<file path="config.mk">
export PLATFORM = sky130hd
export DESIGN_NAME = debounce_bank
export DESIGN_NICKNAME = d
export VERILOG_FILES = /design/src/rtl/debounce_bank.sv
export SDC_FILE = /design/constraint.sdc
export NUM_CORES = 1
export LEC_CHECK = 0
export CORE_MARGIN = 8
export CORE_UTILIZATION = 45
export DETAILED_ROUTE_END_ITERATION = 8
export SLEW_MARGIN = 20
export SYNTH_ARGS = -nofsm -noshare
export SYNTH_HDL_FRONTEND = slang
export SYNTH_SLANG_ARGS = --single-unit
</file>
<file path="constraint.sdc">
create_clock -name i_clk -period 2.1 [get_ports i_clk]
set_input_delay 0.42 -clock i_clk [delete_from_list [all_inputs] [get_ports i_clk]]
set_output_delay 0.42 -clock i_clk [all_outputs]
set_load 0.02 [all_outputs]
</file>
<file path="src/rtl/debounce_bank.sv">
// Multi-channel debouncer: 3-flop synchroniser, 2^CNT_W stability window, clean level plus rise/fall pulses.
// Optional long-press detection is compiled in with `define DEBOUNCE_BANK_HOLD_EN.
module debounce_bank #(
    parameter int unsigned     N          = 4,
    parameter int unsigned     CNT_W      = 16,
    parameter logic [N-1:0]    RST_VAL    = '0,
    parameter int unsigned     HOLD_TICKS = 64,
    parameter int unsigned     HOLD_W     = 8
) (
    input  logic         i_clk,
    input  logic         i_rst,
    input  logic [N-1:0] i_signal,
    output logic [N-1:0] o_state,
    output logic [N-1:0] o_rise,
    output logic [N-1:0] o_fall,
    output logic [N-1:0] o_hold
);

    for (genvar g = 0; g < N; g++) begin : g_ch
        logic             r_s0;
        logic             r_s1;
        logic             r_s2;
        logic [CNT_W-1:0] r_cnt;
        logic             r_state;
        logic             r_rise;
        logic             r_fall;
        logic             w_mismatch;
        logic             w_tick;
        logic             w_state_nxt;

        assign w_mismatch  = r_s2 ^ r_s1;
        assign w_tick      = !w_mismatch && (r_cnt == '1);
        assign w_state_nxt = w_tick ? r_s2 : r_state;

        always_ff @(posedge i_clk or negedge i_rst) begin
            if (!i_rst) begin
                r_s0    <= RST_VAL[g];
                r_s1    <= RST_VAL[g];
                r_s2    <= RST_VAL[g];
                r_cnt   <= '0;
                r_state <= RST_VAL[g];
                r_rise  <= 1'b0;
                r_fall  <= 1'b0;
            end else begin
                r_s0    <= i_signal[g];
                r_s1    <= r_s0;
                r_s2    <= r_s1;
                r_cnt   <= w_mismatch ? '0 : r_cnt + CNT_W'(1);
                r_state <= w_state_nxt;
                r_rise  <= w_tick && r_s2 && !r_state;
                r_fall  <= w_tick && !r_s2 && r_state;
            end
        end

        assign o_state[g] = r_state;
        assign o_rise[g]  = r_rise;
        assign o_fall[g]  = r_fall;

`ifdef DEBOUNCE_BANK_HOLD_EN
        logic [HOLD_W-1:0] r_hold_cnt;
        logic [HOLD_W-1:0] w_hold_nxt;
        logic              r_hold;
        logic              w_pressed;
        logic              w_pressed_nxt;

        assign w_pressed     = r_state ^ RST_VAL[g];
        assign w_pressed_nxt = w_state_nxt ^ RST_VAL[g];

        always_comb begin
            w_hold_nxt = r_hold_cnt;
            if (!w_pressed) begin
                w_hold_nxt = '0;
            end else if (w_tick && (r_hold_cnt != HOLD_W'(HOLD_TICKS))) begin
                w_hold_nxt = r_hold_cnt + HOLD_W'(1);
            end
        end

        // Gating with the next pressed state drops o_hold on the same edge o_state returns to idle.
        always_ff @(posedge i_clk or negedge i_rst) begin
            if (!i_rst) begin
                r_hold_cnt <= '0;
                r_hold     <= 1'b0;
            end else begin
                r_hold_cnt <= w_hold_nxt;
                r_hold     <= w_pressed_nxt && (w_hold_nxt == HOLD_W'(HOLD_TICKS));
            end
        end

        assign o_hold[g] = r_hold;
`else
        assign o_hold[g] = 1'b0;
`endif
    end

`ifndef DEBOUNCE_BANK_HOLD_EN
    logic w_unused_hold_cfg;
    assign w_unused_hold_cfg = ^{HOLD_TICKS, HOLD_W};
`endif

endmodule

</file>
After elaboration in Yosys (flattened, before gate mapping)
Index checks and enable logic that the tools add are counted.
{ "classes": {"n_addsub": 4, "n_eq_ne": 4, "n_mux": 4, "bitwise": 4, "reduce_logical": 32} }
{ "ops": {"columns": ["operator", "n"], "rows": [
  ["adder 16 x 1 -> 16 bit, second input constant", 4],
  ["equality test 16 bit, second input constant", 4],
  ["2-to-1 mux 16 bit", 4],
  ["logical AND 1 bit", 20],
  ["zero test 1 bit", 12],
  ["bitwise XOR 1 bit", 4]
]} }
{ "totals": {"register_bits": 88, "in_bits": 6, "output_inout_bits": 16, "wordCells": 76} }

Longest topological paths before layout
Gate-level depths: netlist of run 1.
{ "logic_depth": {"depth_word": 5, "mapped_depth": 5, "ltp_nobuf": 5} }

Least setup slack after synthesis of run 1
Ideal clock, no wire load.
{ "synth_timing": {"path_kind": "flip-flop to flip-flop", "from": "register g_ch[0].r_cnt[0]", "to": "register g_ch[0].r_state", "setup_time_ns": 0.125, "arrival_ns": 1.793, "t_required_ns": 1.975, "slack_ns": 0.182, "stages_incl_launch_ff": 6, "path_buffers": 0, "synth_period_minus_slack_ns": 1.918, "path_cell_list": "dfrtp_1 -> ha_1 -> nand4_1 -> or2_1 -> or4_4 -> mux2_4"} }
{ "synth_via": {"elab_chain_len": 2} }
{ "synth_lines": {"columns": ["item", "line", "source"], "rows": [
  ["from (decl)", "23", "logic [CNT_W-1:0] r_cnt;"],
  ["from (signal assigned)", "48", "r_cnt <= w_mismatch ? '0 : r_cnt + CNT_W'(1);"],
  ["equality test 16 bit", "32", "assign w_tick = !w_mismatch && (r_cnt == '1);"],
  ["logical AND 1 bit", "32", null],
  ["to (signal assigned)", "41", "r_state <= RST_VAL[g];"],
  ["to (signal assigned)", "49", "r_state <= w_state_nxt;"],
  ["to (decl)", "24", "logic r_state;"]
]} }
Every way passes these cells.
A chain may end at the register's enable or synchronous reset.

Worst setup path after layout of run 1
Same ends and word-level chain as after synthesis.

==> summary.md, run 1 <==
| Metric | Value |
|---|---|
| Worst Path Required | `2.35 ns` |
| Clk sinks | `88` |
| Commonest non-fill, non-tap cell in the layout | `dfrtp_1` |
| Die ar. | `11910 um2` |
| Comb pwr share | `5.7%` |
| R2R setup slack | `0.15 ns` |
| Hold Buf Count CTS | `1` |
| Most frequent cells in the layout | `88 x dfrtp_1, 50 x nor2_1, 34 x xnor2_1` |
| First-pass iteration count of the detailed router | `4` |
| Total clock buffers created by CTS | `9` |
| Final setup viols | `0` |
| P_int | `0.002520 W` |
| Arr. time, crit path | `2.19 ns` |
| Worst min path class | `reg -> reg` |
| R2r startpoint | `g_ch[0].r_cnt[0]$_DFF_PN0_` |
| Routed Antenna Nets | `0` |
| Max Fclk | `0.5140 GHz` |
| Effective utilization at floorplan | `45.62%` |
| DP HPWL | `4.429 mm` |
| Buffer count from post-CTS setup fixing | `0` |
| Die height | `109.1 um` |
| Clk_skew | `0.01305 ns` |
| Final hold vios | `0` |
| Final #Nets | `403` |
| Post-synthesis cell area | `3901 um2` |
| R2R depth | `5` |
| Antenna cells | `0` |
| Layout filler cell count | `764` |
| Critical path class | `reg -> reg` |
| Clk Latency, worst-skew pair | `0.35 ns` |
| Initial antenna violation count | `0` |
| Ports | `22` |
| Max FO, Critical Path | `4` |
| DP Worst Slack | `0.1492 ns` |
| Seq. cell area | `2202 um2` |
| # H-tree levels | `3` |
| Met3 usage | `2.896%` |
| Final non-filler cell total | `506` |
| Hold Startpoint | `g_ch[2].r_s0$_DFF_PN0_` |
| Final critical-path share of the clock period | `92.65%` |
| Sequential fraction of design power | `54.4%` |
| Sequential share of the synthesized area | `56.45%` |
| Post-Route WL | `6.485 mm` |
| Worst vdd ir | `0.3066 mV` |
| PortBufs | `17` |
| Die Wd | `109.1 um` |
| First-pass GRT wire length | `11.56 mm` |
| Placed Area | `4178 um2` |
| Outcome | `complete, no violations` |
| Root buf cell | `clkbuf_8` |
| Startpoint types | `flop` |
| Slowest Stage Delay on Critical Path | `0.57 ns` |
| Resized Gates After CTS | `0` |
| Clock tree buffer depth | `2` |
| Post-synthesis register bit count | `88` |
| Unrepaired setup endpoints after global routing | `no` |
| Critical-path top delay cell | `or4_4` |
| CTS tree | `yes` |
| Via count | `2544` |
| Post-route cell area | `4415 um2` |
| GRT overflow | `0` |
| Setup TNS | `0 ns` |
| DP Cell Count | `489` |
| Area delta synth->final | `13.18%` |
| Synth warnings | `0` |
| Cell family with most CP delay | `simple AND/OR/NAND/NOR gates` |
| CTS clk-pin slew, worst paths | `0.09 ns` |
| Reg-to-reg critical path endpoint | `g_ch[0].r_state$_DFFE_PN0N_` |
| Total core area | `8551 um2` |
| P_sw | `0.0007670 W` |
| Worst Path Buf+Inv | `0` |
| Slew Limit Fails | `0` |
| Hold Path Sink | `g_ch[2].r_s1$_DFF_PN0_` |
| Most congested layer reported by global routing | `met2` |
| Count of different cell masters after synthesis | `35` |
| Number of global-route vias before repair | `2553` |
| Multi-input logic area | `1521 um2` |
| Largest net degree at the start of global routing | `47` |
| Cell Chain, Critical Path | `ha_1, nand4_1, or2_1, or4_4, mux2_4` |
| DR vias/cell | `5.028` |
| Max Cap Viol | `0` |
| Net Sw Frac | `23.33%` |
| Tmin final | `1.946 ns` |
| P per Cell Area | `744.5 nW/um2` |
| Leak | `1.785 nW` |
| Met1 usage | `15.91%` |
| Layout cells sized above 1 | `10.55%` |
| GP Congestion | `0.7398` |
| Fin worst setup slack | `0.1543 ns` |
| Iter 0 DRT Violations | `60` |
| Hold Crit Depth | `0` |
| Met2 usage | `18.15%` |
| DRC Markers | `0` |
| CP endpoint kind | `flop` |
| Syn_area_per_cell | `10.54 um2` |
| Total track usage | `12.12%` |
| Clock network power share | `39.9%` |
| Syn Inst Count | `370` |
| WL/cell | `12.82 um` |
| Num rows | `34` |
[power by group through the flow]
stage                     Combinational [W]  Sequential, W  Clock, W
after floorplan                    0.000109        0.00181         0
after global placement             0.000188        0.00182         0
after detailed placement           0.000193        0.00182         0
after CTS                          0.000195        0.00179   0.00136
after global routing               0.000220        0.00180   0.00143
final                              0.000189        0.00179   0.00131
[cell type report]
class                      count  area share [%]
inverter                      13           1.105
tap                          108           3.060
multi-input combinational    251           34.46
clock buffer                  10           3.117
clock inverter                 6           2.040
timing repair buffer          30           6.347
sequential                    88           49.87
[layer usage]
metal / wire length, um / up-vias
met4: 148 / 0
met1: 3275 / 1220
li1: - / 1278
met3: 241 / 13
met2: 2820 / 33
met5: 0 / -
[kinds of logic (layout without fill, tap and decap cells)]
group | count (synthesis) | count (layout) | share of synthesized area (%)
buffers and inverters | 34 | 59 | 4.843
AO/OA/AOI/OAI | 28 | 28 | 3.881
XOR/XNOR | 46 | 46 | 10.33
adder cells (fa/ha/maj) | 4 | 4 | 1.283
multiplexers | 6 | 6 | 1.764
AND/OR/NAND/NOR | 163 | 163 | 21.36
flip-flops | 88 | 88 | 56.45
other | 1 | 4 | 0.09612
[cell usage after synthesis]
cell type | count | area (um2)
buf_4 | 16 | 120.1
mux2_2 | 3 | 33.78
and3_1 | 1 | 6.260
inv_1 | 13 | 48.80
nand4_2 | 1 | 12.51
o31a_1 | 1 | 8.760
a21oi_1 | 13 | 65.06
o21ai_0 | 11 | 55.05
nand3_2 | 2 | 20.02
xnor2_1 | 34 | 297.8
nor3_1 | 12 | 60.06
or2_1 | 1 | 6.260
or4_1 | 2 | 15.01
xor2_1 | 12 | 105.1
or4_4 | 1 | 11.26
nor2_1 | 50 | 187.7
nor4_1 | 13 | 81.33
or3_1 | 13 | 81.33
nand4_1 | 8 | 50.05
ha_1 | 4 | 50.05
mux2_4 | 1 | 15.01
and2_1 | 4 | 25.02
nand2_1 | 23 | 86.33
mux2i_1 | 2 | 20.02
o31ai_1 | 2 | 15.01
or4_2 | 1 | 8.760
buf_2 | 1 | 5.000
or2_2 | 3 | 18.77
dfrtp_1 | 88 | 2202
clkbuf_1 | 4 | 15.01
conb_1 | 1 | 3.750
nor3b_1 | 8 | 60.06
nand3_1 | 19 | 95.09
o21a_1 | 1 | 7.510
or3_2 | 1 | 7.510
[worst register-to-register path: stages, from the launching register on]
cell and delay, ns:
dfrtp_1 0.38, ha_1 0.18, nand4_1 0.13, or2_1 0.29, or4_4 0.57, mux2_4 0.31
[registers in the layout, summed over array words and instances, names as in the netlist]
| register | count |
|---|---|
| g_ch.r_cnt | 64 |
| g_ch.r_fall | 4 |
| g_ch.r_rise | 4 |
| g_ch.r_s0 | 4 |
| g_ch.r_s1 | 4 |
| g_ch.r_s2 | 4 |
| g_ch.r_state | 4 |
[through the flow]
stage / util [%] / power [W] / hold slack (ns)
after floorplan: - / 0.001918 / 0.1244
after detailed placement: 48.86 / 0.002014 / 0.3347
after global placement: 48.86 / 0.002006 / 0.3366
final: 51.64 / 0.003287 / 0.3530
after CTS: 51.64 / 0.003341 / 0.3541
after global routing: 51.64 / 0.003451 / 0.3615
[worst max path at each step]
| stage | start | endpoint | cells after the start |
|---|---|---|---|
| after floorplan | g_ch[0].r_cnt[0]$_DFF_PN0_ | g_ch[0].r_state$_DFFE_PN0N_ | 5 |
| after global placement | g_ch[0].r_cnt[0]$_DFF_PN0_ | g_ch[0].r_state$_DFFE_PN0N_ | 5 |
| after detailed placement | g_ch[0].r_cnt[0]$_DFF_PN0_ | g_ch[0].r_state$_DFFE_PN0N_ | 5 |
| after CTS | g_ch[0].r_cnt[0]$_DFF_PN0_ | g_ch[0].r_state$_DFFE_PN0N_ | 5 |
| after global routing | g_ch[0].r_cnt[0]$_DFF_PN0_ | g_ch[0].r_state$_DFFE_PN0N_ | 5 |
| final | g_ch[0].r_cnt[0]$_DFF_PN0_ | g_ch[0].r_state$_DFFE_PN0N_ | 5 |
Note: power is estimated with default switching activity, not from simulation.
==> run 2: changes to the inputs <==
CAP_MARGIN = 20   (was not set)
==> results of run 2 <==
Final layout, timing and power as in run 1 (identical DEF).
==> run 3: changes to the inputs <==
GPL_TIMING_DRIVEN = 0   (was not set)
==> summary.md, run 3 (same netlist as run 1, synthesis figures left out) <==
| Metric | Value |
|---|---|
| Outcome | `complete, no violations` |
| First-pass GRT wire length | `11.66 mm (+0.90%)` |
| Slowest Stage Delay on Critical Path | `0.56 ns (about the same)` |
| Tmin final | `1.993 ns (+0.04773 ns)` |
| Met3 usage | `3.251% (+0.35 points)` |
| Effective utilization at floorplan | `45.62% (unchanged)` |
| Seq. cell area | `2202 um2 (unchanged)` |
| R2R setup slack | `0.11 ns (-0.05 ns)` |
| Root buf cell | `clkbuf_8` |
| DR vias/cell | `4.996 (-0.63%)` |
| Final critical-path share of the clock period | `94.92% (+2.3 points)` |
| P per Cell Area | `703.2 nW/um2 (-5.6%)` |
| Most frequent cells in the layout | `88 x dfrtp_1, 50 x nor2_1, 34 x xnor2_1` |
| Arr. time, crit path | `2.23 ns (+0.04 ns)` |
| Leak | `1.816 nW (+1.7%)` |
| Final setup viols | `0 (unchanged)` |
| # H-tree levels | `3 (unchanged)` |
| CTS tree | `yes` |
| Clk Latency, worst-skew pair | `0.35 ns (about the same)` |
| Total track usage | `12.36% (+0.23 points)` |
| Final #Nets | `412 (+2.2%)` |
| Layout filler cell count | `772 (+1.0%)` |
| Worst Path Required | `2.33 ns (-0.02 ns)` |
| Met2 usage | `19.76% (+1.6 points)` |
| R2R depth | `5 (unchanged)` |
| WL/cell | `12.67 um (-1.1%)` |
| Worst vdd ir | `0.3294 mV (+7.4%)` |
| Number of global-route vias before repair | `2564 (+0.43%)` |
| Layout cells sized above 1 | `12.53% (+2.0 points)` |
| GRT overflow | `0 (unchanged)` |
| Total core area | `8551 um2 (unchanged)` |
| Total clock buffers created by CTS | `9 (unchanged)` |
| Largest net degree at the start of global routing | `54 (+15%)` |
| Worst Path Buf+Inv | `0 (unchanged)` |
| PortBufs | `17 (unchanged)` |
| Buffer count from post-CTS setup fixing | `0 (unchanged)` |
| DRC Markers | `0 (unchanged)` |
| Clk_skew | `0.01407 ns (+0.001020 ns)` |
| Critical-path top delay cell | `or4_4` |
| First-pass iteration count of the detailed router | `7 (+3)` |
| Slew @ Worst Pin | `0.5075 ns` |
| Ports | `22 (unchanged)` |
| Routed Antenna Nets | `0 (unchanged)` |
| Critical path class | `reg -> reg` |
| Final hold vios | `0 (unchanged)` |
| DP HPWL | `4.534 mm (+2.4%)` |
| Unrepaired setup endpoints after global routing | `no` |
| Hold Buf Count CTS | `0 (-1)` |
| Clk sinks | `88 (unchanged)` |
| Max Fclk | `0.5017 GHz (-2.4%)` |
| Largest register FFs | `64 (unchanged)` |
| CTS clk-pin slew, worst paths | `0.09 ns (about the same)` |
| Startpoint types | `flop` |
| Total power | `0.003142 W (-4.4%)` |
| Reg-to-reg critical path endpoint | `g_ch[0].r_state$_DFFE_PN0N_` |
| Commonest non-fill, non-tap cell in the layout | `dfrtp_1` |
| Core Util, Final | `52.25% (+0.61 points)` |
| Met1 usage | `15.72% (-0.19 points)` |
| Area delta synth->final | `14.53%` |
| Most congested layer reported by global routing | `met2` |
| Max-slew headroom | `66.05%` |
| Cell Chain, Critical Path | `ha_4, nand4_1, or2_4, or4_4, mux2_4` |
| Multi-input logic area | `1549 um2 (+1.8%)` |
| CP endpoint kind | `flop` |
| Antenna cells | `0 (unchanged)` |
| Max Cap Viol | `0 (unchanged)` |
| Clock tree buffer depth | `2 (unchanged)` |
| Num rows | `34 (unchanged)` |
| Die ar. | `11910 um2 (unchanged)` |
| Worst min path class | `in -> async` |
| Post-Route WL | `6.527 mm (+0.65%)` |
| GP Congestion | `0.7550 (+2.1%)` |
| Max FO, Critical Path | `4 (unchanged)` |
| Die height | `109.1 um (unchanged)` |
| R2r startpoint | `g_ch[0].r_cnt[0]$_DFF_PN0_` |
| Die Wd | `109.1 um (unchanged)` |
| Initial antenna violation count | `0 (unchanged)` |
| Most flop-heavy register | `g_ch.r_cnt` |
| Iter 0 DRT Violations | `67 (+12%)` |
| Slew Limit Fails | `0 (unchanged)` |
| Cell family with most CP delay | `simple AND/OR/NAND/NOR gates` |
| Via count | `2573 (+1.1%)` |
run 3: changes by cell type in the layout (fill, tap and decap cells not counted), sizes merged:
cell / delta
buf: +6
clkbuf: +5
dlygate4sd3: -1
bufinv: -1
clkinv: +1
inv: -1
run 3: final cells by class:
class | instances | area share (%)
plain buffers | 21 | 3.136
multi-input cells | 251 | 34.67
flip-flops and latches | 88 | 49.29
well taps | 108 | 3.024
inverters | 13 | 1.092
clock buffers | 11 | 3.164
clock inverters | 5 | 1.260
repair buffers | 18 | 4.369
run 3: power breakdown:
part / internal, W / switching [W] / total, W
clock: 0.000581 / 0.000589 / 0.00117
combinational: 0.0000682 / 0.000114 / 0.000182
sequential: 0.00174 / 0.0000470 / 0.00179
total: 0.00239 / 0.000750 / 0.00314
run 3: timing repair:
item,4_1_cts,5_1_grt
hold endpoints to repair,0,0
resized for setup,0,5
endpoints found under the setup margin,0,4
run 3: metrics by stage:
| step | hold WS [ns] | setup slack [ns] | instances | area, um2 | setup TNS, ns |
|---|---|---|---|---|---|
| after floorplan | 0.1244 | 0.1820 | 373 | 3913 | 0 |
| after global placement | 0.3368 | -2.596 | 498 | 4218 | -228.09 |
| after detailed placement | 0.3363 | 0.02212 | 499 | 4243 | 0 |
| after CTS | 0.02467 | 0.002882 | 515 | 4441 | 0 |
| after global routing | 0.04829 | 0.02753 | 515 | 4468 | 0 |
| final | 0.01680 | 0.1066 | 515 | 4468 | 0 |
run 3: worst reg2reg max path, delay by kind of cell, from the launching register on:
kind | cells | cell delay [ns]
fa+ha+maj | 1 | 0.18
flops | 1 | 0.42
mux | 1 | 0.31
simple gates | 3 | 0.98
run 3: worst max path at each step:
stage | from | endpoint | slack, ns | depth (start not counted)
2_1_floorplan | g_ch[0].r_cnt[0]$_DFF_PN0_ | g_ch[0].r_state$_DFFE_PN0N_ | 0.18 | 5
3_3_place_gp | i_rst | g_ch[3].r_s1$_DFF_PN0_ | -2.60 | 1
3_5_place_dp | g_ch[0].r_cnt[0]$_DFF_PN0_ | g_ch[0].r_state$_DFFE_PN0N_ | 0.02 | 5
4_1_cts | g_ch[0].r_cnt[0]$_DFF_PN0_ | g_ch[0].r_state$_DFFE_PN0N_ | 0.003 | 5
5_1_grt | g_ch[0].r_cnt[0]$_DFF_PN0_ | g_ch[0].r_state$_DFFE_PN0N_ | 0.03 | 5
6_report | g_ch[0].r_cnt[0]$_DFF_PN0_ | g_ch[0].r_state$_DFFE_PN0N_ | 0.11 | 5
run 3: routing by layer:
| metal | vias up | routed length (um) |
|---|---|---|
| met5 | - | 0 |
| met3 | 7 | 245 |
| met2 | 31 | 3025 |
| met4 | 0 | 87 |
| li1 | 1299 | - |
| met1 | 1236 | 3168 |
